**config.mk**
```make
export PLATFORM = sky130hd
export DESIGN_NAME = alu_seq_ctrl
export DESIGN_NICKNAME = d
export VERILOG_FILES = /design/src/rtl/alu_seq_ctrl.sv
export SDC_FILE = /design/constraint.sdc
export NUM_CORES = 1
export LEC_CHECK = 0
export CAP_MARGIN = 20
export CORE_MARGIN = 3
export CORE_UTILIZATION = 52
export CTS_CLUSTER_SIZE = 8
export DETAILED_ROUTE_END_ITERATION = 12
export PLACE_DENSITY = 0.82
export SETUP_SLACK_MARGIN = 0.02
export SLEW_MARGIN = 25
export SYNTH_ARGS = -nofsm -noshare
export SYNTH_HDL_FRONTEND = slang
export SYNTH_SLANG_ARGS = --single-unit
```
**constraint.sdc**
```tcl
create_clock -name CLK -period 8.38 [get_ports CLK]
set_input_delay 1.257 -clock CLK [delete_from_list [all_inputs] [get_ports CLK]]
set_output_delay 1.257 -clock CLK [all_outputs]
set_load 0.1 [all_outputs]
```
**src/rtl/alu_seq_ctrl.sv**
```systemverilog
// Multi-cycle fetch/exec/write-back sequencer for the shared 8-bit ALU.
// Fetches 9-bit instructions, drives ALU_OP and R1 write-back, resolves BEQZ and stops on HALT.
module alu_seq_ctrl #(
  parameter int PC_W  = 8,
  parameter int CNT_W = 16
) (
  input  logic             CLK,
  input  logic             Reset_n,
  input  logic             start,
  output logic             imem_req,
  output logic [PC_W-1:0]  imem_addr,
  input  logic             imem_ack,
  input  logic [8:0]       imem_data,
  output logic [4:0]       ALU_OP,
  input  logic [7:0]       alu_out,
  input  logic             alu_zero,
  output logic [1:0]       rf_rs_addr,
  output logic [1:0]       rf_rt_addr,
  output logic             rf_we,
  output logic [7:0]       rf_wdata,
  output logic             busy,
  output logic             done,
  output logic             illegal,
  output logic [CNT_W-1:0] instr_count
);

  typedef enum logic [2:0] {
    S_IDLE   = 3'd0,
    S_FETCH  = 3'd1,
    S_EXEC   = 3'd2,
    S_WB     = 3'd3,
    S_HALTED = 3'd4
  } state_t;

  localparam logic [3:0] OP_HALT = 4'b0000;
  localparam logic [3:0] OP_BEQZ = 4'b0011;

  state_t                  state, state_nxt;
  logic [PC_W-1:0]         pc, pc_nxt;
  logic [8:0]              ir;
  logic [7:0]              res;
  logic                    z;
  logic                    start_ok;
  logic [3:0]              op;
  logic signed [PC_W-1:0]  off_sext;

  function automatic logic is_write_op(input logic [3:0] opc);
    case (opc)
      4'b0001, 4'b0100, 4'b0101, 4'b0110, 4'b0111,
      4'b1000, 4'b1001, 4'b1010, 4'b1100: return 1'b1;
      default:                            return 1'b0;
    endcase
  endfunction

  function automatic logic is_legal_op(input logic [3:0] opc);
    return is_write_op(opc) || (opc == OP_HALT) || (opc == OP_BEQZ);
  endfunction

  function automatic logic [CNT_W-1:0] sat_inc(input logic [CNT_W-1:0] v);
    return (&v) ? v : v + CNT_W'(1);
  endfunction

  assign op          = ir[8:5];
  assign off_sext    = {{(PC_W-5){ir[4]}}, ir[4:0]};
  assign imem_addr   = pc;
  assign rf_rs_addr  = ir[4:3];
  assign rf_rt_addr  = ir[2:1];
  assign rf_wdata    = rf_we ? res : 8'd0;

  // Branch target wraps modulo 2^PC_W.
  always_comb begin
    pc_nxt = pc + PC_W'(1);
    if (op == OP_BEQZ && z)
      pc_nxt = pc + $unsigned(off_sext);
  end

  always_comb begin
    state_nxt = state;
    start_ok  = 1'b0;
    imem_req  = 1'b0;
    ALU_OP    = 5'd0;
    rf_we     = 1'b0;
    busy      = 1'b0;
    done      = 1'b0;
    case (state)
      S_IDLE: begin
        if (start) begin
          start_ok  = 1'b1;
          state_nxt = S_FETCH;
        end
      end
      S_FETCH: begin
        busy     = 1'b1;
        imem_req = 1'b1;
        if (imem_ack)
          state_nxt = S_EXEC;
      end
      S_EXEC: begin
        busy      = 1'b1;
        ALU_OP    = {1'b0, op};
        state_nxt = (op == OP_HALT) ? S_HALTED : S_WB;
      end
      S_WB: begin
        busy      = 1'b1;
        rf_we     = is_write_op(op);
        state_nxt = S_FETCH;
      end
      S_HALTED: begin
        done = 1'b1;
        if (start) begin
          start_ok  = 1'b1;
          state_nxt = S_FETCH;
        end
      end
      default: state_nxt = S_IDLE;
    endcase
  end

  // Async reset aborts any in-flight instruction before its write or PC update lands.
  always_ff @(posedge CLK or negedge Reset_n) begin
    if (!Reset_n) begin
      state       <= S_IDLE;
      pc          <= '0;
      ir          <= '0;
      res         <= '0;
      z           <= 1'b0;
      illegal     <= 1'b0;
      instr_count <= '0;
    end else begin
      state <= state_nxt;
      if (start_ok) begin
        pc          <= '0;
        illegal     <= 1'b0;
        instr_count <= '0;
      end
      if (state == S_FETCH && imem_ack)
        ir <= imem_data;
      if (state == S_EXEC) begin
        res         <= alu_out;
        z           <= alu_zero;
        instr_count <= sat_inc(instr_count);
      end
      if (state == S_WB) begin
        pc <= pc_nxt;
        if (!is_legal_op(op))
          illegal <= 1'b1;
      end
    end
  end

endmodule

```
==> results.toml, run 1 <==
[status]
status = "finished, final reports clean"

[synthesis]
ys_types = 45
yosysWarningCount = 0
async_flop_share = 1.00
synth_ff_type = "dfrtp_1"
synth_area_mm2 = 0.00253
synth_seq_area_share = 0.455
synth-seq-cells = 46
postSynthAreaPerCell_um2 = 10.5
synth_edf_count = 0
syn_nets = 272
syn_inst = 242

[layout]
n_fill_cell = 345
seq_area_mm2 = 0.00115
multi_input_area_mm2 = 0.00127
drive_gt1_frac = 0.123
final_util = 0.720
final_nets = 331
syn2layout_area_growth_pct = 29.0
antenna_cells = 0

[grt]
antenna_found_initial = 0
grt_pass1_vias = 1914
gr-total-overflow = 0
grt_pass1_wl_um = 8830
grt_usage = 0.200
grt_start_max_net_pins = 47

[drt]
wire_per_inst_um = 14.5
num_vias = 1967
routed_wl_um = 5310
drt_pass1_iterations = 4
ant_nets = 0
vias_per_cell = 5.36
remaining_drc_errors = 0
drtIter0Drc = 108

[worst_setup_path]
rr_startpoint = "ir[7]$_DFFE_PN0P_"
reg2reg_to = "imem_addr[6]$_DFFE_PN0P_"
cp.required_ns = 7.12
worstPathMaxFanout = 9
reg2reg_slack_ns = 4.99
end_kind = "output port"
rr_worst_depth = 10
critPathArrivalTime_ns = 3.00
crit_type = "reg2out"
cp-start-kind = "register"

[place]
gp_congestion = 0.775
dpl_worst_slack_ns = 4.46
hpwl_um = 3900
portBuffers = 66

[timing]
skew_ns = 0.00492
period_minus_slack_ns = 4.25
period_share = 0.508
setup_tns_ns = 0
slew_violations = 0
setup_viol = 0
fmax_ghz = 0.235
worstMarginPinSlew_ns = 0.991
setup_slack_ns = 4.13
final_hold_viol_count = 0
rsz0062_at_grt = "no"
max_slew_margin = 0.337

[clock_network]
cts_sinks = 46
cts_hold_buffers = 0
cts_buffer_depth = 2
tritoncts = "built"
postCtsSetupBuffers = 0
clock_latency_ns = 0.29
cts-htree-levels = 2
cts-buffers-inserted = 5
path_clk_slew_ns = 0.08
cts_resized = 0
cts_root_buffer = "clkbuf_8"

[power_and_ir_drop]
power_density_mw_per_mm2 = 393
power.internal_mw = 0.576
ir_drop_mv = 0.311
power_frac_clock = 0.110
p_sw_mw = 0.706
leakagePower_nw = 1.42
seq_power_share = 0.286
pwr-share-comb = 0.604
switching_share = 0.551

[worst_hold_path]
hp-start = "illegal$_DFF_PN0_"
hold_path_end = "illegal$_DFF_PN0_"
hold_depth = 2
hold_path_class = "reg2reg"

[floorplanning]
die_area_mm2 = 0.00574
rows = 24
start_util = 0.558
chipWidth_um = 75.8
ioPinCount = 68
dieHeight_um = 75.8
core_area_mm2 = 0.00453

[run]
max_cap_violations = 0
worst max path at each step:
| stage | from | to | slack, ns |
|---|---|---|---|
| 2_1_floorplan | state[2]$_DFFE_PN0P_ | rf_wdata[0] | 3.99 |
| 3_3_place_gp | state[1]$_DFFE_PN0P_ | rf_wdata[3] | 4.57 |
| 3_5_place_dp | state[1]$_DFFE_PN0P_ | rf_wdata[0] | 4.46 |
| 4_1_cts | state[1]$_DFFE_PN0P_ | rf_wdata[3] | 4.13 |
| 5_1_grt | state[1]$_DFFE_PN0P_ | rf_wdata[7] | 3.92 |
| 6_report | state[1]$_DFFE_PN0P_ | rf_wdata[3] | 4.13 |
Yosys cell counts (2+ instances only):
cell | count | area share
a211oi_1 | 2 | 0.0059
a21o_1 | 4 | 0.012
a21oi_1 | 6 | 0.012
a22o_1 | 2 | 0.0069
and2_1 | 19 | 0.047
and4_1 | 3 | 0.010
buf_2 | 2 | 0.0040
buf_4 | 6 | 0.018
buf_6 | 3 | 0.013
clkbuf_1 | 3 | 0.0044
dfrtp_1 | 46 | 0.45
ha_1 | 7 | 0.035
inv_1 | 3 | 0.0044
maj3_1 | 2 | 0.0079
mux2_2 | 18 | 0.080
mux2i_1 | 2 | 0.0079
nand2_1 | 19 | 0.028
nand3_1 | 9 | 0.018
nand4_1 | 4 | 0.0099
nor2_1 | 23 | 0.034
nor3_1 | 4 | 0.0079
nor3b_1 | 2 | 0.0059
nor4_1 | 2 | 0.0049
o211ai_1 | 2 | 0.0059
o21ai_0 | 16 | 0.032
xnor2_1 | 3 | 0.010
xor2_1 | 12 | 0.042
cells in the final DEF (no fill, tap or decap), drive strengths merged, types with 2 or more instances in the layout:
master / n
nor3b: 3
nand4: 4
o21ai: 16
a21o: 4
mux2: 18
and4: 4
a211oi: 2
xnor2: 3
nor3: 4
nor4: 2
nand2: 19
xor2: 12
inv: 3
nand3: 10
o211ai: 2
clkbuf: 6
clkdlybuf4s50: 65
and2: 20
maj3: 3
mux2i: 2
or3: 2
nor2: 24
ha: 7
dfrtp: 46
a31oi: 3
a22o: 2
a21oi: 6
cell families after synthesis:
kind of cell,share of synthesized area
buf+inv,0.0440
simple gates,0.204
xor+xnor,0.0519
fa+ha+maj,0.0559
compound gates,0.0999
flops,0.455
mux,0.0880
other cells,0.00148
worst max-delay path, stage by stage (launching register included):
cell	delay [ns]
dfrtp_1	0.42
inv_1	0.12
nor2_1	0.20
nand2_1	0.22
nor2_1	0.42
and2_1	0.20
clkdlybuf4s50_1	1.13
flip-flops by register name (all words and copies together), names as in the netlist:
| signal | cells |
|---|---|
| state | 3 |
| instr_count | 16 |
| z | 1 |
| res | 8 |
| imem_addr | 8 |
| illegal | 1 |
| ir | 9 |
layer usage:
layer / track usage / share of wire / up-vias
met5: 0 / 0 / -
met4: 0.0485 / 0.0038 / 0
met3: 0.0580 / 0.046 / 2
met2: 0.323 / 0.50 / 55
met1: 0.265 / 0.45 / 955
li1: - / - / 955
cell type report:
cell class	count	area share
clock buffer	6	0.0253
clock inverter	2	0.00383
inverter	3	0.00345
multi-input combinational	179	0.389
sequential	46	0.352
tap	65	0.0249
timing repair buffer	66	0.202
power by group through the flow:
stage | Combinational, mW | Sequential, mW | Clock (mW)
5_1_grt | 0.811 | 0.380 | 0.154
4_1_cts | 0.779 | 0.367 | 0.143
2_1_floorplan | 0.484 | 0.512 | 0
3_5_place_dp | 0.775 | 0.371 | 0
3_3_place_gp | 0.765 | 0.367 | 0
6_report | 0.775 | 0.367 | 0.141
stage by stage:
stage | hold slack (ns) | cell area (um2) | total power, mW | instances
3_3_place_gp | 0.465 | 3170 | 1.13 | 359
6_report | 0.497 | 3270 | 1.28 | 367
3_5_place_dp | 0.475 | 3170 | 1.15 | 359
4_1_cts | 0.494 | 3260 | 1.29 | 367
2_1_floorplan | 0.472 | 2530 | 0.996 | 242
5_1_grt | 0.519 | 3270 | 1.34 | 367
Note: power is estimated with default switching activity, not from simulation.
==> run 2: changes to the inputs <==
- CORE_UTILIZATION: 52 -> 44
- PLACE_DENSITY: 0.82 -> 0.74
- clock period: 8.38 -> 3.73 ns (I/O delays scaled with it)
==> run 2 against run 1 <==
Global-route usage decreased by 2.8 points. Largest power group unchanged. Design area fell by 1.3%. Largest cell class unchanged. Combinational power grew 120%. Critical endpoint is now imem_addr[6]$_DFFE_PN0P_.
==> results.toml, run 2 (synthesis gave the netlist of run 1 again) <==
[status]
status = "finished, final reports clean"

[timing]
setup_slack_ns = 0.367
max_slew_margin = 0.347
finalHoldWorstSlack_ns = 0.255
period_share = 0.902
slew_violations = 0
setup_viol = 0
worstMarginPinSlew_ns = 0.976
skew_ns = 0.00375
period_minus_slack_ns = 3.36
setup_tns_ns = 0
rsz0062_at_grt = "no"
final_hold_viol_count = 0
fmax_ghz = 0.297

[power_and_ir_drop]
pwr-share-comb = 0.606
power_frac_clock = 0.104
seq_power_share = 0.290
power_density_mw_per_mm2 = 879
power.internal_mw = 1.27
p_sw_mw = 1.56
switching_share = 0.550
design_power_total_mw = 2.83
ir_drop_mv = 0.516
leakagePower_nw = 1.44

[clock_network]
cts-htree-levels = 2
path_clk_slew_ns = 0.08
clock_latency_ns = 0.29
cts_sinks = 46
cts_hold_buffers = 0
cts_resized = 0
tritoncts = "built"
cts-buffers-inserted = 5
cts_buffer_depth = 2
cts_root_buffer = "clkbuf_8"
postCtsSetupBuffers = 0

[grt]
grt_usage = 0.172
gr-total-overflow = 0
grt_pass1_wl_um = 9000
met2_usage = 0.275
grt_pass1_vias = 1886
grt_start_max_net_pins = 47
use_met1 = 0.229
grt-busiest-layer = "met2"
grtUsageMet3 = 0.0406
antenna_found_initial = 0

[drt]
ant_nets = 0
vias_per_cell = 5.17
drtIter0Drc = 79
num_vias = 1912
remaining_drc_errors = 0
drt_pass1_iterations = 4
routed_wl_um = 5150
wire_per_inst_um = 13.9

[layout]
final_util = 0.604
syn2layout_area_growth_pct = 27.3
regMostFlops = "instr_count"
final_cell_mix = "clkdlybuf4s50_1 (50), dfrtp_1 (46), nor2_1 (23)"
design_area_mm2 = 0.00322
layout_commonest_cell = "clkdlybuf4s50_1"
largestRegisters = "instr_count (16), ir (9)"
drive_gt1_frac = 0.167
antenna_cells = 0
fin_cells = 370
final_nets = 331
largest_register_ffs = 16

[floorplanning]
start_util = 0.474
die_area_mm2 = 0.00670
core_area_mm2 = 0.00534
ioPinCount = 68
dieHeight_um = 81.8
rows = 26
chipWidth_um = 81.8

[worst_setup_path]
cp_cell_sequence = "or3b_1 -> or3_2 -> ha_1 -> fa_1 -> a21o_1 -> a21o_1 -> maj3_1 -> a21oi_1 -> xor2_1 -> o21ai_0"
cp-start-kind = "register"
max_stage_delay_ns = 0.54
cp.required_ns = 3.89
crit_family = "simple AND/OR/NAND/NOR gates"
critPathArrivalTime_ns = 3.53
crit_path_frequent_cell = "a21o_1"
crit_type = "reg2reg"
end_kind = "register"
crit_slowest_cell = "or3b_1"
worstPathMaxFanout = 7
cp_num_buf_inv = 0

[worst_hold_path]
hold_path_class = "in2async"

[place]
placed_area_mm2 = 0.00314
post-place-cells = 364
dpl_worst_slack_ns = 0.394
gp_congestion = 0.752
portBuffers = 66
hpwl_um = 3830

[run]
max_cap_violations = 0
==> run 2: cell types whose count changed in the layout (fill, tap and decap cells not counted), sizes merged <==
cell,before,now
clkinvlp,1,0
clkinv,1,0
buf,1,16
clkdlybuf4s50,65,50
==> run 2: area by class of cell <==
type | count | area (um2)
sequential | 46 | 1150
fill | 455 | 2110
inverter | 3 | 11.3
multi-input combinational | 179 | 1270
clock buffer | 6 | 82.6
tap | 70 | 87.6
timing repair buffer | 66 | 621
==> run 2: power by group through the flow <==
stage,clock network (mW),registers [mW],logic [mW]
after floorplan,0,1.15,1.09
after global placement,0,0.822,1.71
after detailed placement,0,0.829,1.73
after CTS,0.303,0.823,1.73
after global routing,0.324,0.860,1.81
final,0.295,0.821,1.72
==> run 2: layer usage <==
metal / up-vias / share of wire / wire, um
li1: 950 / - / -
met2: 44 / 0.48 / 2470
met5: - / 0 / 0
met1: 913 / 0.46 / 2350
met4: 0 / 0.010 / 53
met3: 5 / 0.052 / 266
==> run 2: final timing paths <==
path                                     from                       end  slack, ns  depth (start not counted)
max                         ir[7]$_DFFE_PN0P_  imem_addr[6]$_DFFE_PN0P_       0.37                         10
min                                   Reset_n         ir[4]$_DFFE_PN0P_       0.26                          1
max reg2reg                 ir[7]$_DFFE_PN0P_  imem_addr[6]$_DFFE_PN0P_       0.37                         10
min reg2reg                res[1]$_DFFE_PN0P_        res[1]$_DFFE_PN0P_       0.50                          1
max in group asynchronous             Reset_n  imem_addr[2]$_DFFE_PN0P_       3.08                          1
min in group CLK           res[1]$_DFFE_PN0P_        res[1]$_DFFE_PN0P_       0.50                          1
==> run 3: changes to the inputs <==
- ABC_CLOCK_PERIOD_IN_PS: default -> 3730
==> results of run 3 <==
No change in the layout: final DEF, timing and power equal those of run 2.
